File: config.mk
export PLATFORM = sky130hd
export DESIGN_NAME = pls_cnt_mod
export DESIGN_NICKNAME = d
export VERILOG_FILES = /design/src/rtl/pls_cnt_pkg.sv /design/src/rtl/pls_cnt_mod_edge_sync.sv /design/src/rtl/pls_cnt_mod.sv
export SDC_FILE = /design/constraint.sdc
export NUM_CORES = 1
export LEC_CHECK = 0
export BUFFER_PORTS_ARGS = -buffer_cell sky130_fd_sc_hd__buf_4
export CORE_MARGIN = 1
export CORE_UTILIZATION = 25
export DETAILED_ROUTE_END_ITERATION = 10
export HOLD_SLACK_MARGIN = 0.06
export PLACE_DENSITY_LB_ADDON = 0.2
export SLEW_MARGIN = 20
export SYNTH_ARGS = -nofsm -noshare
export SYNTH_HDL_FRONTEND = slang
export SYNTH_SLANG_ARGS = --single-unit
File: constraint.sdc
create_clock -name clk -period 1.7 [get_ports clk]
set_input_delay 0.34 -clock clk [delete_from_list [all_inputs] [get_ports clk]]
set_output_delay 0.34 -clock clk [all_outputs]
set_load 0.005 [all_outputs]
File: src/rtl/pls_cnt_pkg.sv
// Shared constants and the load clamp rule
// for the modulo pulse counters.
package pls_cnt_pkg;

  localparam int MOD_SEC  = 60;
  localparam int MOD_MIN  = 60;
  localparam int MOD_HOUR = 24;

  // Presets beyond the top count saturate to MOD-1.
  function automatic int unsigned clamp_ld(
    input int unsigned v,
    input int unsigned m
  );
    return (v > m - 1) ? m - 1 : v;
  endfunction

endpackage

File: src/rtl/pls_cnt_mod_edge_sync.sv
// Two-flop synchronizer with a single-cycle
// rise or fall pulse and a synchronous flush.
module edge_sync #(
  parameter bit FALL = 1'b0
) (
  input  logic clk,
  input  logic rst_n,
  input  logic flush,
  input  logic d,
  output logic pulse
);

  logic s0_q, s0_d;
  logic s1_q, s1_d;

  always_comb begin
    s0_d = flush ? 1'b0 : d;
    s1_d = flush ? 1'b0 : s0_q;
  end

  always_ff @(posedge clk or negedge rst_n) begin
    if (!rst_n) begin
      s0_q <= 1'b0;
      s1_q <= 1'b0;
    end else begin
      s0_q <= s0_d;
      s1_q <= s1_d;
    end
  end

  assign pulse = FALL ? (s1_q & ~s0_q)
                      : (s0_q & ~s1_q);

endmodule

File: src/rtl/pls_cnt_mod.sv
// Modulo up/down pulse counter with clear, load,
// half-scale flag and a one-cycle wrap pulse.
module pls_cnt_mod
  import pls_cnt_pkg::*;
#(
  parameter int MOD  = 60,
  parameter int HALF = MOD / 2,
  parameter int W    = $clog2(MOD)
) (
  input  logic         clk,
  input  logic         rst,
  input  logic         clr,
  input  logic         plsi,
  input  logic         ld,
  input  logic [W-1:0] ld_val,
  input  logic         dn,
  input  logic         en,
  output logic [W-1:0] qout,
  output logic         plso,
  output logic         cout
);

  localparam logic [W-1:0] MAX    = W'(MOD - 1);
  localparam logic [W:0]   HALF_W = (W + 1)'(HALF);

  logic clr_ev, ld_ev, cnt_ev, flush;
  logic [W-1:0] ldc;

  logic [W-1:0] q_q, q_d;
  logic plso_q, plso_d;
  logic cout_q, cout_d;
  logic upd;

  edge_sync #(.FALL(1'b0)) u_clr (
    .clk(clk), .rst_n(rst), .flush(1'b0),
    .d(clr), .pulse(clr_ev)
  );

  edge_sync #(.FALL(1'b0)) u_ld (
    .clk(clk), .rst_n(rst), .flush(1'b0),
    .d(ld), .pulse(ld_ev)
  );

  // Pending plsi edges die on clear/load.
  edge_sync #(.FALL(1'b1)) u_pls (
    .clk(clk), .rst_n(rst), .flush(flush),
    .d(plsi), .pulse(cnt_ev)
  );

  assign flush = clr_ev | ld_ev;
  assign ldc   = W'(clamp_ld(32'(ld_val), MOD));

  always_comb begin
    q_d    = q_q;
    plso_d = plso_q;
    cout_d = 1'b0;
    upd    = 1'b0;
    if (clr_ev) begin
      q_d    = '0;
      plso_d = 1'b0;
    end else if (ld_ev) begin
      q_d = ldc;
      upd = 1'b1;
    end else if (cnt_ev && en) begin
      upd = 1'b1;
      if (!dn) begin
        if (q_q >= MAX) begin
          q_d    = '0;
          cout_d = 1'b1;
        end else begin
          q_d = q_q + 1'b1;
        end
      end else begin
        if (q_q == '0) begin
          q_d    = MAX;
          cout_d = 1'b1;
        end else if (q_q > MAX) begin
          q_d = MAX;
        end else begin
          q_d = q_q - 1'b1;
        end
      end
    end
    if (upd) plso_d = ({1'b0, q_d} >= HALF_W);
  end

  always_ff @(posedge clk or negedge rst) begin
    if (!rst) begin
      q_q    <= '0;
      plso_q <= 1'b0;
      cout_q <= 1'b0;
    end else begin
      q_q    <= q_d;
      plso_q <= plso_d;
      cout_q <= cout_d;
    end
  end

  assign qout = q_q;
  assign plso = plso_q;
  assign cout = cout_q;

endmodule
# After elaboration in Yosys (flattened, before gate mapping)

Cells that the tools add are included.

Add/subtract/negate cells: 2
Magnitude comparators: 4
Mux-type cells: 21
Bitwise operators: 7
Reductions and logical operators: 3

Operator list:

| kind                  | number |
|---|---|
| $mux W6               | 8 |
| $mux W1               | 13 |
| $gt A6 B6 Y1 const B  | 2 |
| $add A6 B1 Y6 const B | 1 |
| $ge A6 B5 Y1 const B  | 1 |
| $ge A6 B6 Y1 const B  | 1 |
| $logic_not A6 Y1      | 1 |
| $sub A6 B1 Y6 const B | 1 |
| $and A1 B1 Y1         | 3 |
| $not A1 Y1            | 3 |
| $reduce_bool A2 Y1    | 1 |
| $logic_and A1 B1 Y1   | 1 |
| $or A1 B1 Y1          | 1 |

Register bits: 14
Bits of input ports: 13
Output and inout bits: 8
Word-level logic and storage cells: 46

# Depth between registers and ports, before layout

Gate-level depths: netlist (run 1).

Depth in word-level cells: 9
Gate-level depth with buffers: 8

# Modules after synthesis

A second synthesis (run 1) with hierarchy kept.

Cells, all modules: 123
Area total of the unflattened synthesis: 1053.5 um^2

Modules (own cells, without submodules):

| module      | instances | cells an instance | area each (um^2) | sequential area each (um^2) |
|---|---|---|---|---|
| pls_cnt_mod | 1         | 108               | 839.6            | 200.2 |
| edge_sync   | 3         | 5                 | 71.3             | 50.0 |

# Worst setup path before layout (run 1)

Ideal clock, no wire load.

Kind: register to register
From: register q_q[0], in the netlist qout[0]
To: register plso_q, in the netlist plso
Setup time: 0.120 ns
Arrival time: 1.699 ns
Required time: 1.580 ns
Setup slack: -0.119 ns
Cell stages (with the launch flop): 9
Clock period less this slack: 1.819 ns
Cells stage by stage: dfrtp_1 -> inv_1 -> ha_1 -> nor3b_4 -> a21oi_2 -> a21oi_1 -> a221oi_2 -> nor3_1 -> a31o_1

Word-level cells in the longest chain between the ends: 9
Elaborated cells on any way between the ends: 14
Classes of those cells: add/sub (2); order compare (3); mux (8); reduce/logical (1)

RTL lines:

| element                                       | RTL line                             | source |
|---|---|---|
| start: declaration                            | pls_cnt_mod.sv:29                    | `logic [W-1:0] q_q, q_d;` |
| start signal: assignment                      | pls_cnt_mod.sv:93                    | `q_q <= q_d;` |
| $sub A6 B1 Y6 or $gt A6 B6 Y1 (tied branches) | pls_cnt_mod.sv:80, pls_cnt_mod.sv:77 |  |
| $mux W6                                       | pls_cnt_mod.sv:77                    | `end else if (q_q > MAX) begin` |
| $mux W6                                       | pls_cnt_mod.sv:74                    | `if (q_q == '0) begin` |
| $mux W6                                       | pls_cnt_mod.sv:66                    | `if (!dn) begin` |
| $mux W6 (*)                                   | pls_cnt_mod.sv:64                    | `end else if (cnt_ev && en) begin` |
| $mux W6 (*)                                   | pls_cnt_mod.sv:61                    | `end else if (ld_ev) begin` |
| $mux W6 (*)                                   | pls_cnt_mod.sv:58                    | `if (clr_ev) begin` |
| $ge A6 B5 Y1 (*)                              | pls_cnt_mod.sv:84                    | `if (upd) plso_d = ({1'b0, q_d} >= HALF_W);` |
| $mux W1 (*)                                   | pls_cnt_mod.sv:84                    |  |
| end signal: assignment                        | pls_cnt_mod.sv:94                    | `plso_q <= plso_d;` |
| end: declaration                              | pls_cnt_mod.sv:30                    | `logic plso_q, plso_d;` |

Mark *: on every way between the ends. The rest lies on a longest branch, timed or not.
A chain may end at the register's enable or synchronous reset.

# Worst setup path in the final report (run 1)

Same ends and word-level chain as after synthesis.

==> results of run 1 <==
==> repair_timing <==
action                                  in CTS  in global routing
resized for setup                            4                  4
buffers inserted                             1                  1
hold endpoints to repair                    14                  0
pin swaps                                    0                  2
hold buffers                                 1                  0
endpoints found under the setup margin       3                  8
==> power by group through the flow <==
stage / registers (mW) / logic [mW] / clock network [mW]
3_5_place_dp: 0.425 / 0.380 / 0
3_3_place_gp: 0.424 / 0.382 / 0
4_1_cts: 0.421 / 0.396 / 0.337
6_report: 0.422 / 0.409 / 0.329
5_1_grt: 0.426 / 0.452 / 0.350
2_1_floorplan: 0.409 / 0.222 / 0
==> final timing paths <==
| kind | startpoint | to | slack, ns |
|---|---|---|---|
| max | qout[0]$_DFF_PN0_ | plso$_DFFE_PN0P_ | -0.07 |
| min | clr | u_clr.s0_q$_DFF_PN0_ | 0.20 |
| max reg2reg | qout[0]$_DFF_PN0_ | plso$_DFFE_PN0P_ | -0.07 |
| min reg2reg | u_ld.s0_q$_DFF_PN0_ | u_ld.s1_q$_DFF_PN0_ | 0.40 |
| max in group asynchronous | rst | qout[1]$_DFF_PN0_ | 1.04 |
| min in group asynchronous | rst | u_pls.s1_q$_DFF_PN0_ | 0.48 |
==> sequential cells by signal, indices dropped and copies added (netlist names) <==
register and count:
u_clr.s0_q 1, u_pls.s0_q 1, u_ld.s0_q 1, u_ld.s1_q 1, qout 6, cout 1
u_pls.s1_q 1, u_clr.s1_q 1, plso 1
==> Yosys cell counts (3+ instances only) <==
cell      count
nand3_1       3
a211oi_1      4
nor3_1        7
nand3b_1      3
dfrtp_1      14
nor2_1        6
o21ai_0       7
nand2_1       6
and3_1        3
a21oi_1       6
inv_1         5
==> kinds of logic after synthesis <==
| kind of cell | count (synthesis) | synth area share |
|---|---|---|
| multiplexers | 1 | 0.0103 |
| XOR/XNOR | 4 | 0.0360 |
| AND/OR/NAND/NOR | 41 | 0.268 |
| flip-flops | 14 | 0.359 |
| adder cells (fa/ha/maj) | 2 | 0.0257 |
| AO/OA/AOI/OAI | 34 | 0.248 |
| buffers and inverters | 10 | 0.0526 |
==> stage by stage <==
stage / utilization / setup slack (ns) / TNS [ns]
2_1_floorplan: - / -0.00579 / -0.00579
3_3_place_gp: 0.358 / -0.102 / -0.158
3_5_place_dp: 0.358 / -0.0808 / -0.120
4_1_cts: 0.381 / -0.0588 / -0.0588
5_1_grt: 0.388 / -0.168 / -0.410
6_report: 0.388 / -0.0702 / -0.0811
==> cell usage in the layout, fill, tap and decap left out, types with 2 or more instances in the layout <==
master and count:
a211oi_1 3, a21oi_1 5, a21oi_2 3, a31oi_1 2, and3_1 3, buf_4 42, clkbuf_8 4, dfrtp_1 11
dfrtp_2 3, inv_1 3, inv_2 2, nand2_1 6, nand2b_1 2, nand3_1 3, nand3b_1 3, nor2_1 6
nor2b_1 2, nor3_1 4, nor3_2 4, o21a_1 2, o21ai_0 7, xnor2_1 2, xor2_1 2
==> per-layer routing <==
layer | wire [um] | GRT usage
met5 | 0 | 0
met1 | 1220 | 0.183
met2 | 1260 | 0.221
met4 | 50 | 0.0694
met3 | 102 | 0.0246
==> worst max-delay path: stages, from the launching register on <==
cell	delay, ns
dfrtp_2	0.43
inv_2	0.08
ha_4	0.13
nor3b_4	0.25
a21oi_2	0.10
and2_1	0.16
a221o_1	0.33
a21oi_2	0.12
a31o_1	0.10
==> final cells by class <==
type	instances	area (um2)
Fill cell	394	2260
Inverter	5	18.8
Tap cell	48	60.1
Timing Repair Buffer	43	325
Clock buffer	4	55.1
Sequential cell	14	354
Multi-Input combinational cell	82	618
==> run metrics, run 1 <==
Inst Count DP 189; Layout area overhead 46.9%; placed cell areas 1320 um2; post-synth top area share 0.359; Area contributors post-synth dfrtp_1 36%, nor3_1 3.6%, o21ai_0 3.6%, a21oi_1 3.1%, a211oi_1 3.1%; worst path required time 1.89 ns; PwrDens 810 nW/um2; clock root buffer clkbuf_8; antenna violations before repair 0; antenna-violating nets left 0; Syn Nets 121; CTS Sinks 14; die footprint 4150 um2; via count 967; Leak Pwr 0.622 nW; Slew HR 0.690; H-tree Lvls 1; Synth Area per Inst 9.20 um2; CP Capture Type flop; Routability Congestion 0.825; ys flop type dfrtp_1; reg2reg path depth 8; Bufs on Longest Clock Path 2; Arr. time, crit path 1.96 ns; Initial Utilization 0.264; Mapped Area 975 um2; die height 64.4 um; Design Power 1.16 mW; Synth Instances 106; combinational power share 0.353; async set-or-reset flop fraction in the synthesized netlist 1.00; max-cap violation count 0; clock latency at the later pin of the worst-skew pair 0.25 ns; actual slew at the worst max-slew pin 0.453 ns; DRC errors left 0; Sw Ratio 0.315; Hold Path Depth 1; Final Slew Violations 0; FF+latch count, synth 14; critical path fanouts, max 5; largest net degree at the start of global routing 15; vias in the first global route 968; cell-internal power 0.794 mW; clock skew 0.00349 ns; portion of total power attributed to the clock network 0.283; Post-Route WL 2.63 mm; Yosys cell types 43; sequential-to-total area share from yosys stat 0.359; crit share post-route 1.04; share of cells above drive strength 1 0.459; unrepaired setup endpoints after global routing true; core area 3690 um2; Clk pin slew, worst setup/hold paths 0.06 ns; WL per Instance 13.4 um; Peak VDD IR 0.472 mV; Post-synth EDFFs 0; final-stage net count 164; Total GRT Usage 0.140; CTS tree done; CP Class flop to flop; Setup Viol. Count Final 2; Synth area leader dfrtp_1; failing checks negative setup slack; Diodes inserted 0; Sw Pwr 0.365 mW; fin worst setup slack -0.0702 ns; number of CTS-inserted buffers 3; f_max 565 MHz; HPWL Detailed 2.05 mm; Initial DRC Count 44; HP Class input port to flop; number of vias per cell 4.93; global route overflow 0; worst hold slack 0.196 ns; Non-Filler Instances 196; fin crit period 1.77 ns; final cell area excluding filler cells 1430 um2; # IOs 21; Buffers on Ports 20; first-pass GRT wire length 4.49 mm; # rows 22; DR pass1 iterations 4; Syn. warnings 0; status complete, but fails checks; Sequential Power Share 0.364; critical path launch point type flop; Hold Vio Cnt, Final 0; die span in x 64.4 um
Note: power is estimated with default switching activity, not from simulation.
==> inputs of run 2 (changes only) <==
--- a/config.mk
+++ b/config.mk
@@ -5,12 +5,14 @@
 export SDC_FILE = /design/constraint.sdc
 export NUM_CORES = 1
 export LEC_CHECK = 0
+export ABC_AREA = 1
 export BUFFER_PORTS_ARGS = -buffer_cell sky130_fd_sc_hd__buf_4
 export CORE_MARGIN = 1
 export CORE_UTILIZATION = 25
 export DETAILED_ROUTE_END_ITERATION = 10
 export HOLD_SLACK_MARGIN = 0.06
 export PLACE_DENSITY_LB_ADDON = 0.2
+export SKIP_CTS_REPAIR_TIMING = 1
 export SLEW_MARGIN = 20
 export SYNTH_ARGS = -nofsm -noshare
 export SYNTH_HDL_FRONTEND = slang
==> run 2 against run 1 <==
The run now ends clean; hold slack worse by 0.0020 ns; register-to-register slack better by 0.20 ns; design area is 0.70% lower; clock power hardly changed; largest cell class unchanged; highest routed layer unchanged.
==> run metrics, run 2 <==
sequential-to-total area share from yosys stat 0.357; Initial Utilization 0.264; # IOs 21; largest net degree at the start of global routing 15; Setup Viol. Count Final 0; DR pass1 iterations 4; fillcell total 398; Total GRT Usage 0.143; Yosys cell types 21; core area 3720 um2; die span in x 64.7 um; via count 1064; portion of total power attributed to the clock network 0.271; WL per Instance 12.0 um; final-stage net count 199; antenna violations before repair 0; Commonest cells post-synth 37 x nand2_1, 25 x inv_1, 16 x nand3_1, 15 x nor2_1, 14 x dfrtp_1; most frequent cells in the layout 36 x buf_4, 35 x nand2_1, 21 x inv_1; fin crit period 1.57 ns; number of flip-flops in the largest register 6; Hold Vio Cnt, Final 0; clock root buffer clkbuf_8; Peak VDD IR 0.357 mV; placed cell areas 1260 um2; Routability Congestion 0.843; setup TNS 0 ns; Area contributors post-synth dfrtp_1 36%, nand2_1 14%, inv_1 9.6%, nand3_1 8.2%, nor2_1 5.7%; die footprint 4180 um2; vias in the first global route 1057; final cell area excluding filler cells 1420 um2; CP Class flop to flop; status complete, no violations; share of cells above drive strength 1 0.372; Arr. time, crit path 1.71 ns; most frequent cell after synthesis nand2_1; clock skew 0.00168 ns; async set-or-reset flop fraction in the synthesized netlist 1.00; worst hold slack 0.194 ns; Post-Route WL 2.77 mm; Initial DRC Count 51; Clk pin slew, worst setup/hold paths 0.06 ns; die height 64.7 um; first-pass GRT wire length 4.60 mm; CP Capture Type flop; worst path required time 1.84 ns; H-tree Lvls 1; critical path fanouts, max 4; Final Slew Violations 0; combinational power share 0.387; CTS Sinks 14; antenna-violating nets left 0; Leak Pwr 0.745 nW; # rows 22; post-synth top area share 0.357; DRC errors left 0; CTS tree done; Syn. warnings 0; crit share post-route 0.921; critical path launch point type flop; number of CTS-inserted buffers 3; PwrDens 853 nW/um2; max-cap violation count 0; Sw Ratio 0.337; clock latency at the later pin of the worst-skew pair 0.25 ns; actual slew at the worst max-slew pin 0.215 ns; Sw Pwr 0.408 mW; ys flop type dfrtp_1; number of vias per cell 4.61; FF+latch count, synth 14; Synth Area per Inst 6.82 um2; Layout area overhead 44.7%; cell-internal power 0.804 mW; HPWL Detailed 2.18 mm; f_max 638 MHz; Diodes inserted 0; global route overflow 0; Post-synth EDFFs 0; Buffers on Ports 20; Bufs on Longest Clock Path 2; HP Class input port to flop; commonest non-fill, non-tap cell in the layout buf_4; Synth Instances 144; Slew HR 0.855; Sequential Power Share 0.342; Synth area leader dfrtp_1; Syn Nets 159; Mapped Area 982 um2; unrepaired setup endpoints after global routing true
-- run 2: changes by cell type after synthesis, moves of 3 or more --
cell	before	now
inv_1	5	25
nand3_1	3	16
nor3_1	7	0
nand2_1	6	37
and3_1	3	0
a211oi_1	4	0
nand4_1	0	7
nor2_1	6	15
-- run 2: per-layer routing --
layer / vias to the layer above / GRT usage / wire length [um]
li1: 539 / - / -
met3: 9 / 0.0246 / 155
met5: - / 0 / 0
met1: 482 / 0.176 / 1250
met4: 0 / 0.0861 / 93
met2: 34 / 0.233 / 1270
-- run 2: worst paths after layout --
kind	cells after the start	slack, ns	from	end
max	11	0.13	qout[1]$_DFF_PN0_	plso$_DFFE_PN0P_
min	1	0.19	ld	u_ld.s0_q$_DFF_PN0_
max reg2reg	11	0.13	qout[1]$_DFF_PN0_	plso$_DFFE_PN0P_
min reg2reg	0	0.38	u_clr.s0_q$_DFF_PN0_	u_clr.s1_q$_DFF_PN0_
max in group asynchronous	2	1.05	rst	qout[0]$_DFF_PN0_
min in group asynchronous	2	0.47	rst	plso$_DFFE_PN0P_
-- run 2: worst max-delay path: stages, from the launching register on --
cell and delay, ns:
dfrtp_2 0.44, inv_2 0.07, ha_4 0.26, inv_1 0.03, nor2_1 0.12, a21oi_2 0.07
nor2_1 0.16, nor2_2 0.05, nand3_1 0.07, nor2_1 0.04, nor2_1 0.08, nor2_1 0.05
-- run 2: stage by stage --
| stage | util | power (mW) | instances | setup slack (ns) |
|---|---|---|---|---|
| after detailed placement | 0.339 | 0.820 | 221 | 0.0697 |
| after global routing | 0.382 | 1.31 | 231 | -0.0441 |
| after global placement | 0.339 | 0.821 | 221 | 0.0437 |
| after CTS | 0.354 | 1.15 | 225 | 0.0310 |
| after floorplan | - | 0.645 | 144 | 0.148 |
| final | 0.382 | 1.21 | 231 | 0.134 |
-- run 2: final cells by class --
cell class,count,area (um2),area share
Sequential cell,14,354,0.249
Tap cell,48,60.1,0.0423
Inverter,27,101,0.0713
Timing Repair Buffer,38,300,0.211
Clock buffer,4,55.1,0.0387
Multi-Input combinational cell,100,551,0.387
-- run 2: power groups by stage --
stage | sequential [mW] | clock [mW] | combinational [mW]
2_1_floorplan | 0.403 | 0 | 0.242
3_3_place_gp | 0.415 | 0 | 0.406
3_5_place_dp | 0.414 | 0 | 0.406
4_1_cts | 0.408 | 0.339 | 0.408
5_1_grt | 0.419 | 0.363 | 0.524
6_report | 0.415 | 0.328 | 0.469
-- run 2: kinds of logic (layout without fill, tap and decap cells) --
group	count (synthesis)	count (layout)	synth area share
buffers and inverters	30	69	0.138
AOI/OAI and AO/OA	14	14	0.0841
adders and majority gates	2	2	0.0255
and+or+nand+nor	84	84	0.396
DFF	14	14	0.357
